==> config.mk <==
export PLATFORM = sky130hd
export DESIGN_NAME = rv32_mod_muldiv_seq
export DESIGN_NICKNAME = d
export VERILOG_FILES = /design/src/rtl/rv32_mod_muldiv_seq.sv
export SDC_FILE = /design/constraint.sdc
export NUM_CORES = 1
export LEC_CHECK = 0
export ABC_AREA = 1
export BUFFER_PORTS_ARGS = -buffer_cell sky130_fd_sc_hd__buf_2
export CORE_MARGIN = 5
export CORE_UTILIZATION = 30
export CTS_BUF_LIST = sky130_fd_sc_hd__clkbuf_2
export CTS_CLUSTER_DIAMETER = 80
export DETAILED_ROUTE_END_ITERATION = 6
export HOLD_SLACK_MARGIN = 0.08
export PLACE_DENSITY = 0.46
export SYNTH_ARGS = -nofsm -noshare
export SYNTH_HDL_FRONTEND = slang
export SYNTH_SLANG_ARGS = --single-unit
==> constraint.sdc <==
create_clock -name clk -period 2.5 [get_ports clk]
set_clock_uncertainty 0.15 [all_clocks]
set_input_delay 0 -clock clk [delete_from_list [all_inputs] [get_ports clk]]
set_output_delay 0 -clock clk [all_outputs]
set_load 0.02 [all_outputs]
==> src/rtl/rv32_mod_muldiv_seq.sv <==
// rv32_mod_muldiv_seq: multi-cycle RV32M sequencer.
// Iterative MSB-first shift-add multiplier and restoring divider working on
// operand magnitudes, with a final sign fix-up step and a valid/ready request
// handshake. Stall is raised towards the core while an M operation is in flight.
`timescale 1ns/1ps
module rv32_mod_muldiv_seq #(
   parameter int UNROLL = 1
) (
   input  logic        clk,
   input  logic        rstn,
   input  logic        req_valid,
   output logic        req_ready,
   input  logic [2:0]  func,
   input  logic [31:0] read0_data,
   input  logic [31:0] read1_data,
   input  logic        flush,
   output logic        resp_valid,
   output logic [31:0] result,
   output logic        stall
);

   localparam int N  = 32 / UNROLL;
   localparam int CW = (N > 1) ? $clog2(N) : 1;
   localparam logic [CW-1:0] CNT_LAST = CW'(N - 1);

   localparam logic [2:0] F_MUL    = 3'b000;
   localparam logic [2:0] F_MULH   = 3'b001;
   localparam logic [2:0] F_MULHSU = 3'b010;
   localparam logic [2:0] F_MULHU  = 3'b011;
   localparam logic [2:0] F_DIV    = 3'b100;
   localparam logic [2:0] F_DIVU   = 3'b101;
   localparam logic [2:0] F_REM    = 3'b110;

   typedef enum logic [1:0] {
      S_IDLE = 2'd0,
      S_CALC = 2'd1,
      S_FIX  = 2'd2,
      S_DONE = 2'd3
   } state_e;

   state_e        state_q, state_d;
   logic [CW-1:0] cnt_q, cnt_d;
   logic [2:0]    func_q, func_d;
   logic          neg_q, neg_d;
   logic          spec_q, spec_d;
   logic [31:0]   spec_val_q, spec_val_d;
   logic [31:0]   opa_q, opa_d;      // multiplicand, or dividend/quotient shift register
   logic [31:0]   opb_q, opb_d;      // multiplier shift register, or divisor
   logic [63:0]   acc_q, acc_d;      // product accumulator, or remainder in [31:0]
   logic          resp_valid_q, resp_valid_d;
   logic [31:0]   result_q, result_d;

   logic          sgn_a_s, sgn_b_s, neg_s;
   logic [31:0]   mag_a_s, mag_b_s;
   logic          div_zero_s, ovf_s, spec_s;
   logic [31:0]   spec_val_s;
   logic          accept_s;
   logic [63:0]   step_acc_s;
   logic [31:0]   step_opa_s, step_opb_s;
   logic [63:0]   prod_s;
   logic [31:0]   quo_s, rem_s, fix_val_s;

   assign req_ready  = rstn && (state_q == S_IDLE) && !flush;
   assign stall      = rstn && (req_valid || (state_q == S_CALC) || (state_q == S_FIX));
   assign accept_s   = req_valid && req_ready;
   assign resp_valid = resp_valid_q;
   assign result     = result_q;

   // Operand sign conditioning, negate flag and special-case detection at accept.
   always_comb begin
      sgn_a_s = 1'b0;
      sgn_b_s = 1'b0;
      case (func)
         F_MUL, F_MULH, F_DIV, F_REM: begin
            sgn_a_s = read0_data[31];
            sgn_b_s = read1_data[31];
         end
         F_MULHSU: begin
            sgn_a_s = read0_data[31];
            sgn_b_s = 1'b0;
         end
         default: begin
            sgn_a_s = 1'b0;
            sgn_b_s = 1'b0;
         end
      endcase
      // 0x80000000 negates to itself, which is the correct unsigned magnitude.
      mag_a_s    = sgn_a_s ? (32'd0 - read0_data) : read0_data;
      mag_b_s    = sgn_b_s ? (32'd0 - read1_data) : read1_data;
      neg_s      = (func == F_REM) ? sgn_a_s : (sgn_a_s ^ sgn_b_s);
      div_zero_s = func[2] && (read1_data == 32'd0);
      ovf_s      = func[2] && !func[0] && (read0_data == 32'h8000_0000)
                   && (read1_data == 32'hFFFF_FFFF);
      spec_s     = div_zero_s || ovf_s;
      if (div_zero_s) begin
         spec_val_s = func[1] ? read0_data : 32'hFFFF_FFFF;
      end else if (ovf_s) begin
         spec_val_s = func[1] ? 32'd0 : 32'h8000_0000;
      end else begin
         spec_val_s = 32'd0;
      end
   end

   // One CALC cycle worth of UNROLL multiply or divide steps.
   always_comb begin : step_p
      logic [63:0] acc_v;
      logic [31:0] mb_v;
      logic [31:0] rem_v;
      logic [31:0] quo_v;
      logic [32:0] t_v;
      acc_v = acc_q;
      mb_v  = opb_q;
      rem_v = acc_q[31:0];
      quo_v = opa_q;
      t_v   = 33'd0;
      for (int i = 0; i < UNROLL; i++) begin
         // multiply: MSB-first shift-add
         acc_v = {acc_v[62:0], 1'b0} + {32'd0, (mb_v[31] ? opa_q : 32'd0)};
         mb_v  = {mb_v[30:0], 1'b0};
         // divide: restoring, dividend bits shift out as quotient bits shift in
         t_v   = {rem_v, quo_v[31]};
         quo_v = {quo_v[30:0], 1'b0};
         if (t_v >= {1'b0, opb_q}) begin
            rem_v    = t_v[31:0] - opb_q;
            quo_v[0] = 1'b1;
         end else begin
            rem_v    = t_v[31:0];
         end
      end
      if (func_q[2]) begin
         step_acc_s = {32'd0, rem_v};
         step_opa_s = quo_v;
         step_opb_s = opb_q;
      end else begin
         step_acc_s = acc_v;
         step_opa_s = opa_q;
         step_opb_s = mb_v;
      end
   end

   // Sign fix-up and result selection for the FIX state.
   always_comb begin
      prod_s = neg_q ? (64'd0 - acc_q) : acc_q;
      quo_s  = neg_q ? (32'd0 - opa_q) : opa_q;
      rem_s  = neg_q ? (32'd0 - acc_q[31:0]) : acc_q[31:0];
      case (func_q)
         F_MUL:                    fix_val_s = prod_s[31:0];
         F_MULH, F_MULHSU, F_MULHU: fix_val_s = prod_s[63:32];
         F_DIV, F_DIVU:            fix_val_s = quo_s;
         default:                  fix_val_s = rem_s;
      endcase
   end

   // Next-state and datapath register updates.
   always_comb begin
      state_d      = state_q;
      cnt_d        = cnt_q;
      func_d       = func_q;
      neg_d        = neg_q;
      spec_d       = spec_q;
      spec_val_d   = spec_val_q;
      opa_d        = opa_q;
      opb_d        = opb_q;
      acc_d        = acc_q;
      resp_valid_d = 1'b0;
      result_d     = result_q;
      case (state_q)
         S_IDLE: begin
            if (accept_s) begin
               func_d     = func;
               neg_d      = neg_s;
               spec_d     = spec_s;
               spec_val_d = spec_val_s;
               opa_d      = mag_a_s;
               opb_d      = mag_b_s;
               acc_d      = 64'd0;
               cnt_d      = '0;
               state_d    = spec_s ? S_FIX : S_CALC;
            end else begin
               state_d    = S_IDLE;
            end
         end
         S_CALC: begin
            if (flush) begin
               state_d = S_IDLE;
               cnt_d   = '0;
            end else begin
               acc_d = step_acc_s;
               opa_d = step_opa_s;
               opb_d = step_opb_s;
               if (cnt_q == CNT_LAST) begin
                  cnt_d   = '0;
                  state_d = S_FIX;
               end else begin
                  cnt_d   = cnt_q + CW'(1);
               end
            end
         end
         S_FIX: begin
            if (flush) begin
               state_d = S_IDLE;
            end else begin
               result_d     = spec_q ? spec_val_q : fix_val_s;
               resp_valid_d = 1'b1;
               state_d      = S_DONE;
            end
         end
         S_DONE: begin
            state_d = S_IDLE;
         end
         default: begin
            state_d = S_IDLE;
         end
      endcase
   end

   // State and datapath registers with asynchronous active-low reset.
   always_ff @(posedge clk or negedge rstn) begin
      if (!rstn) begin
         state_q      <= S_IDLE;
         cnt_q        <= '0;
         func_q       <= 3'd0;
         neg_q        <= 1'b0;
         spec_q       <= 1'b0;
         spec_val_q   <= 32'd0;
         opa_q        <= 32'd0;
         opb_q        <= 32'd0;
         acc_q        <= 64'd0;
         resp_valid_q <= 1'b0;
         result_q     <= 32'd0;
      end else begin
         state_q      <= state_d;
         cnt_q        <= cnt_d;
         func_q       <= func_d;
         neg_q        <= neg_d;
         spec_q       <= spec_d;
         spec_val_q   <= spec_val_d;
         opa_q        <= opa_d;
         opb_q        <= opb_d;
         acc_q        <= acc_d;
         resp_valid_q <= resp_valid_d;
         result_q     <= result_d;
      end
   end

endmodule

==> summary.txt, run 1 <==
Floorplan
  – Die X: about 280 um
  – Die Y: 280.4 um
  – Row cnt: between 90 and 100
  – Die area: between 70,000 and 80,000 sq um
  – Core box area: around 73,000 sq um
  – # IOs: 106
  – Initial Util: between 30 and 40%

Cells and area
  – Most common library cell in the layout ignoring fill and taps: nand2_1
  – Fin util: around 44%
  – NumNets Final: just under 5k
  – Commonest non-fill, non-tap cells in the layout: 1,232 x nand2_1, 517 x inv_1, 467 x buf_4
  – Layout cell share with drive strength beyond 1: between 20% and 30%
  – Layout Area Growth over Synthesis: 47.02%

STA
  – Period utilization: 104.7%
  – Final worst slack: -0.1174 ns
  – Hold Worst Slack: -0.5425 ns
  – Relative slew slack: between 50% and 60%
  – Worst slew pin tran: around 0.74 ns
  – RSZ-0062 raised after global routing: yes
  – Crit path time final: roughly 2.6 ns
  – F_max: roughly 380 MHz
  – Setup Viol. Count Final: 33
  – Hold Violations, Final: 17
  – Final Slew Violations: 0

Route
  – Detailed Routing Iterations Pass 1: 6
  – Initial drt markers: between 2k and 3k
  – Routed vias: roughly 29k
  – Post-DR wirelength/cell: 19.27 um
  – Routed WL: around 110,000 um
  – DRC viols: 0
  – Antenna violation net count after detailed routing: 0
  – Vias per cell: ~5.0

Clock network
  – Clock sink count: ~210
  – Clock slew at reported path FFs: about 0.08 ns
  – Htree depth: 3
  – Clk Latency, worst-skew pair: roughly 1.1 ns
  – Total CTS buffers: 67
  – CTS tree: built
  – Clk root buf: clkbuf_2
  – Bufs on Longest Clock Path: 3

Yosys
  – Syn_nets: around 4.1k
  – Yosys cell types: between 40 and 50
  – Cell Area, Synth: roughly 22,000 sq um
  – Share of the yosys chip area belonging to registers: 23.39%
  – Number of synthesized flops with an enable pin: 0
  – Post-Synthesis Cells: ~3.9k
  – Prevailing post-synth register cell: dfrtp_1
  – #FFs+latches synth: about 210
  – Syn avg cell area: 5.579 sq um
  – Synth async-reset ratio: between 90% and 100%
  – YS warnings: 0

Worst setup path
  – CP Class: in -> reg
  – Worst-path cell chain: buf_2 > dlygate4sd3_1 > inv_1 > nand2_1 > dlygate4sd3_1 > nor3_2 > nand2_1 > nor3_1 > dlygate4sd3_1 > nand2_1 > dlygate4sd3_1 > nand3_1 > nand3_1 > nand2_1 > nand2_1
  – WP data required: approximately 3.2 ns
  – Slowest cell on crit path: dlygate4sd3_1
  – Worst Reg-to-Reg Cells: 17
  – Max FO, Critical Path: 3
  – CP Launch Type: input pin
  – FF-to-FF setup slack: -0.11 ns
  – RR Startpoint: opb_q[31]
  – CP endpoint kind: flip-flop
  – R2R Path End: acc_q[19]
  – CP arrival: around 3.3 ns
  – Top cell by count, worst path: nand2_1
  – CP max stage delay: 0.60 ns

Global routing
  – Largest net degree at the start of global routing: 100
  – GRT Resource Usage Total: between 20% and 30%
  – First-pass GRT wire length: roughly 170,000 um
  – Initial antenna violation count: 7
  – Vias in the first global route: about 28k
  – Gr ovfl total: 0

Power and ir drop
  – Leakage: 16.91 nW
  – Cell Pwr Density: 1180 nW/um^2
  – Max VDD drop: slightly below 900 uV
  – Overall power: 38.04 mW

Outcome
  – Status: finished with violations
  – Violated checks: hold timing, setup timing

Run
  – Max_cap viols: 0

Hold path
  – Worst hold path class: in -> async

Placement
  – Placer Congestion: about 0.97
  – Port bufs: ~110
  – HPWL after detailed placement: 85,980 um
-- logic make-up (layout without fill, tap and decap cells) --
logic type	after synthesis	count (layout)	synth area share (%)
AOI/OAI and AO/OA	479	479	11.59
xor gates and xnor gates	58	58	2.316
and+or+nand+nor	2426	2426	46.33
buffers and inverters	692	1543	12.21
adders and majority gates	72	72	4.175
DFF	205	205	23.39
other	0	6	0
-- timing repair --
item                                    in CTS  in global routing
hold buffers                               263                 10
pin swaps                                   14                 31
endpoints found under the hold margin      410                107
endpoints found under the setup margin      71                150
cloned                                       0                  3
buffers inserted                            11                 20
resized for setup                          173                260
-- power breakdown --
part	switching (mW)	internal, mW
logic	17.7	11.8
registers	1.25	4.41
clock network	1.76	1.15
-- cell usage after synthesis, drive strengths merged, types with 14 or more instances --
cell type | n | area share, %
nand3 | 455 | 10
nand2 | 1344 | 23
buf | 55 | 1.3
nand3b | 20 | 0.68
ha | 70 | 4.0
nand4 | 62 | 1.8
nor3 | 56 | 1.4
xor2 | 44 | 1.8
o211ai | 17 | 0.58
clkbuf | 69 | 1.2
a21oi | 169 | 3.9
xnor2 | 14 | 0.56
dfrtp | 205 | 23
inv | 568 | 9.7
nor2 | 467 | 8.3
o21ai | 251 | 5.7
-- flip-flops by register name (all words and copies together) (netlist names) --
name,cells
acc_q,64
cnt_q,5
func_q,3
neg_q,1
opa_q,32
opb_q,32
resp_valid,1
result,32
spec_q,1
spec_val_q,32
state_q,2
-- how the worst max path moves through the flow --
stage               cells past startpoint        end  slack, ns      startpoint
CTS                                    19  acc_q[25]      -0.08       opb_q[31]
global route                           18  acc_q[35]      -0.29       opb_q[31]
detailed placement                     15  acc_q[37]      -0.38       opb_q[31]
floorplan                              20  acc_q[31]       0.02       opb_q[31]
global placement                       14  acc_q[48]      -0.39       opb_q[31]
finish                                 15  opb_q[29]      -0.12  read1_data[24]
-- critical path, delay by kind of cell --
| kind | cells | cell delay (ns) |
|---|---|---|
| buf+inv | 6 | 2.53 |
| simple gates | 9 | 0.80 |
-- area by class of cell --
type	count	area, sq um
clock buffers	86	430.4
diodes	6	15.01
multi-input cells	3035	15830
fillers	7800	40460
well taps	959	1200
inverters	568	2150
clock inverters	19	146.4
repair buffers	870	7321
flip-flops and latches	205	5157
-- stage by stage --
step	hold slack [ns]	TNS [ns]	instance area [sq um]	worst slack (ns)	instances
global route	-0.6276	-10.56	32250	-0.2869	5748
detailed placement	-0.3303	-14.12	26910	-0.3848	5338
finish	-0.5425	-1.351	32250	-0.1174	5748
global placement	-0.3306	-15.75	26910	-0.3914	5338
floorplan	-0.4456	0	21950	0.01913	3932
CTS	-0.7141	-0.6951	30980	-0.08414	5717
-- per-layer routing --
metal	wire, um	share of wire [%]	global-route usage (%)
met4	3995	3.6	8.349
met1	49420	45	36.98
met2	50590	46	45.03
met3	6753	6.1	3.694
met5	13	0.012	0
(Power assumes the default switching activity.)
==> run 2: changes to the inputs <==
--- a/config.mk
+++ b/config.mk
@@ -14,6 +14,7 @@
 export DETAILED_ROUTE_END_ITERATION = 6
 export HOLD_SLACK_MARGIN = 0.08
 export PLACE_DENSITY = 0.46
+export SKIP_LAST_GASP = 1
 export SYNTH_ARGS = -nofsm -noshare
 export SYNTH_HDL_FRONTEND = slang
 export SYNTH_SLANG_ARGS = --single-unit
==> summary.txt, run 2 (same netlist as run 1, synthesis figures left out) <==
Outcome
  – Status: finished with violations
  – Violated checks: hold timing, setup timing

Power and ir drop
  – Overall power: approximately 37 mW
  – Clk network pwr share: under 10%
  – Sequential power share: between 15 and 20%
  – Internal: between 15 and 20 mW
  – Leakage: 16.76 nW
  – Sw Ratio: between 50% and 60%
  – Cell Pwr Density: 1171 nW/um^2
  – Max VDD drop: between 800 and 900 uV
  – Net Switching: 20.13 mW
  – Comb pwr share: just under 80%

Route
  – DRC viols: 0
  – Routed vias: around 29k
  – Post-DR wirelength/cell: 19.28 um
  – Detailed Routing Iterations Pass 1: 5
  – Antenna violation net count after detailed routing: 0
  – Vias per cell: 5.001
  – Initial drt markers: approximately 2.5k
  – Routed WL: roughly 110,000 um

STA
  – Relative slew slack: 50.19%
  – Hold Worst Slack: -0.5472 ns
  – Period utilization: 111.7%
  – Hold Violations, Final: 14
  – Setup_tns: -5.822 ns
  – RSZ-0062 raised after global routing: yes
  – Final Slew Violations: 0
  – Crit path time final: approximately 2.8 ns
  – F_max: around 360 MHz
  – Worst slew pin tran: 0.7448 ns
  – Setup Viol. Count Final: 60
  – Final worst slack: -0.2927 ns

Cells and area
  – Max reg flops: between 60 and 70
  – Layout cell share with drive strength beyond 1: 20.77%
  – Most common library cell in the layout ignoring fill and taps: nand2_1
  – Layout Area Growth over Synthesis: 44.39%
  – NumNets Final: 4,878
  – Largest Register: acc_q
  – Commonest non-fill, non-tap cells in the layout: 1,262 x nand2_1, 532 x inv_1, 461 x buf_4

Run
  – Max_cap viols: 0

Clock network
  – Clk Latency, worst-skew pair: around 1.1 ns
  – Clock slew at reported path FFs: ~0.090 ns
  – Htree depth: 3
  – Total CTS buffers: 67
  – Clock sink count: 205
  – CTS tree: built
  – Bufs on Longest Clock Path: 3
  – Clk root buf: clkbuf_2

Placement
  – Placer Congestion: around 0.97
  – HPWL after detailed placement: 85,980 um
  – Port bufs: between 100 and 150

Floorplan
  – # IOs: 106
  – Die area: between 70,000 and 80,000 sq um
  – Initial Util: 30.17%
  – Die X: ~280 um
  – Die Y: roughly 280 um
  – Row cnt: approximately 100
  – Core box area: a little over 70,000 sq um

Global routing
  – GRT Resource Usage Total: a little over a quarter
  – Gr ovfl total: 0
  – Vias in the first global route: roughly 28k
  – Initial antenna violation count: 6
  – First-pass GRT wire length: around 170,000 um
  – Largest net degree at the start of global routing: 100

Hold path
  – Worst hold path class: in -> async

Worst setup path
  – CP Class: in -> reg
  – CP endpoint kind: flip-flop
  – WP data required: approximately 3.3 ns
  – CP Launch Type: input pin
  – Max FO, Critical Path: 14
  – CP arrival: approximately 3.6 ns
## run 2: timing repair
action | 4_1_cts | 5_1_grt
cloned | 0 | 4
hold endpoints to repair | 410 | 111
buffers inserted | 11 | 10
pin swaps | 12 | 21
gates resized for setup | 158 | 130
setup endpoints to repair | 71 | 151
hold buffers | 264 | 7
## run 2: final cells by class
class,count,area [sq um]
Tap cell,959,1200
Fill cell,7840,41040
Antenna cell,5,12.51
Inverter,568,2142
Clock buffer,86,430.4
Timing Repair Buffer,858,7219
Clock inverter,19,146.4
Sequential cell,205,5155
Multi-Input combinational cell,3035,15370
## run 2: stage by stage
step | setup WS, ns | cells | util, % | area [sq um]
after floorplan | 0.01913 | 3932 | - | 21950
after global placement | -0.3914 | 5338 | 37.01 | 26910
after detailed placement | -0.3848 | 5338 | 37.01 | 26910
after CTS | -0.1179 | 5718 | 42.55 | 30940
after global routing | -0.3509 | 5735 | 43.56 | 31670
final | -0.2927 | 5735 | 43.56 | 31670
## run 2: power groups by stage
stage | clock network, mW | registers [mW] | logic [mW]
2_1_floorplan | 0 | 5.53 | 13.9
6_report | 2.92 | 5.62 | 28.6
3_5_place_dp | 0 | 5.57 | 25.7
5_1_grt | 3.22 | 5.71 | 31.3
3_3_place_gp | 0 | 5.59 | 25.7
4_1_cts | 3.05 | 5.57 | 27.3
## run 2: final timing paths
kind | startpoint | to | slack [ns] | cells past startpoint
max reg2reg | opb_q[31] | acc_q[19] | -0.13 | 17
min reg2reg | result[8] | result[8] | 0.33 | 2
min | rstn | opb_q[12] | -0.55 | 2
max | read1_data[0] | spec_val_q[1] | -0.29 | 16
max in group asynchronous | rstn | acc_q[25] | 0.98 | 4
min in group clk | read1_data[0] | opb_q[3] | 0.20 | 8
## run 2: critical path: stages
cell and delay, ns:
buf_2 0.11, inv_1 0.06, dlygate4sd3_1 0.66, ha_4 0.18, inv_1 0.09, nor3_4 0.15, inv_1 0.09, nor2_2 0.15
nand2_1 0.12, nor3_4 0.23, buf_4 0.22, clkbuf_16 0.18, o21ai_0 0.08, dlygate4sd3_1 0.55, o21ai_0 0.14, dlygate4sd3_1 0.56
## run 2: metal layers
| layer | share of wire (%) | track usage, % | wire (um) |
|---|---|---|---|
| met1 | 44 | 36.91 | 48950 |
| met2 | 45 | 44.98 | 50050 |
| met3 | 6.4 | 4.011 | 7125 |
| met4 | 4.0 | 8.889 | 4400 |
| met5 | 0.024 | 0 | 27 |
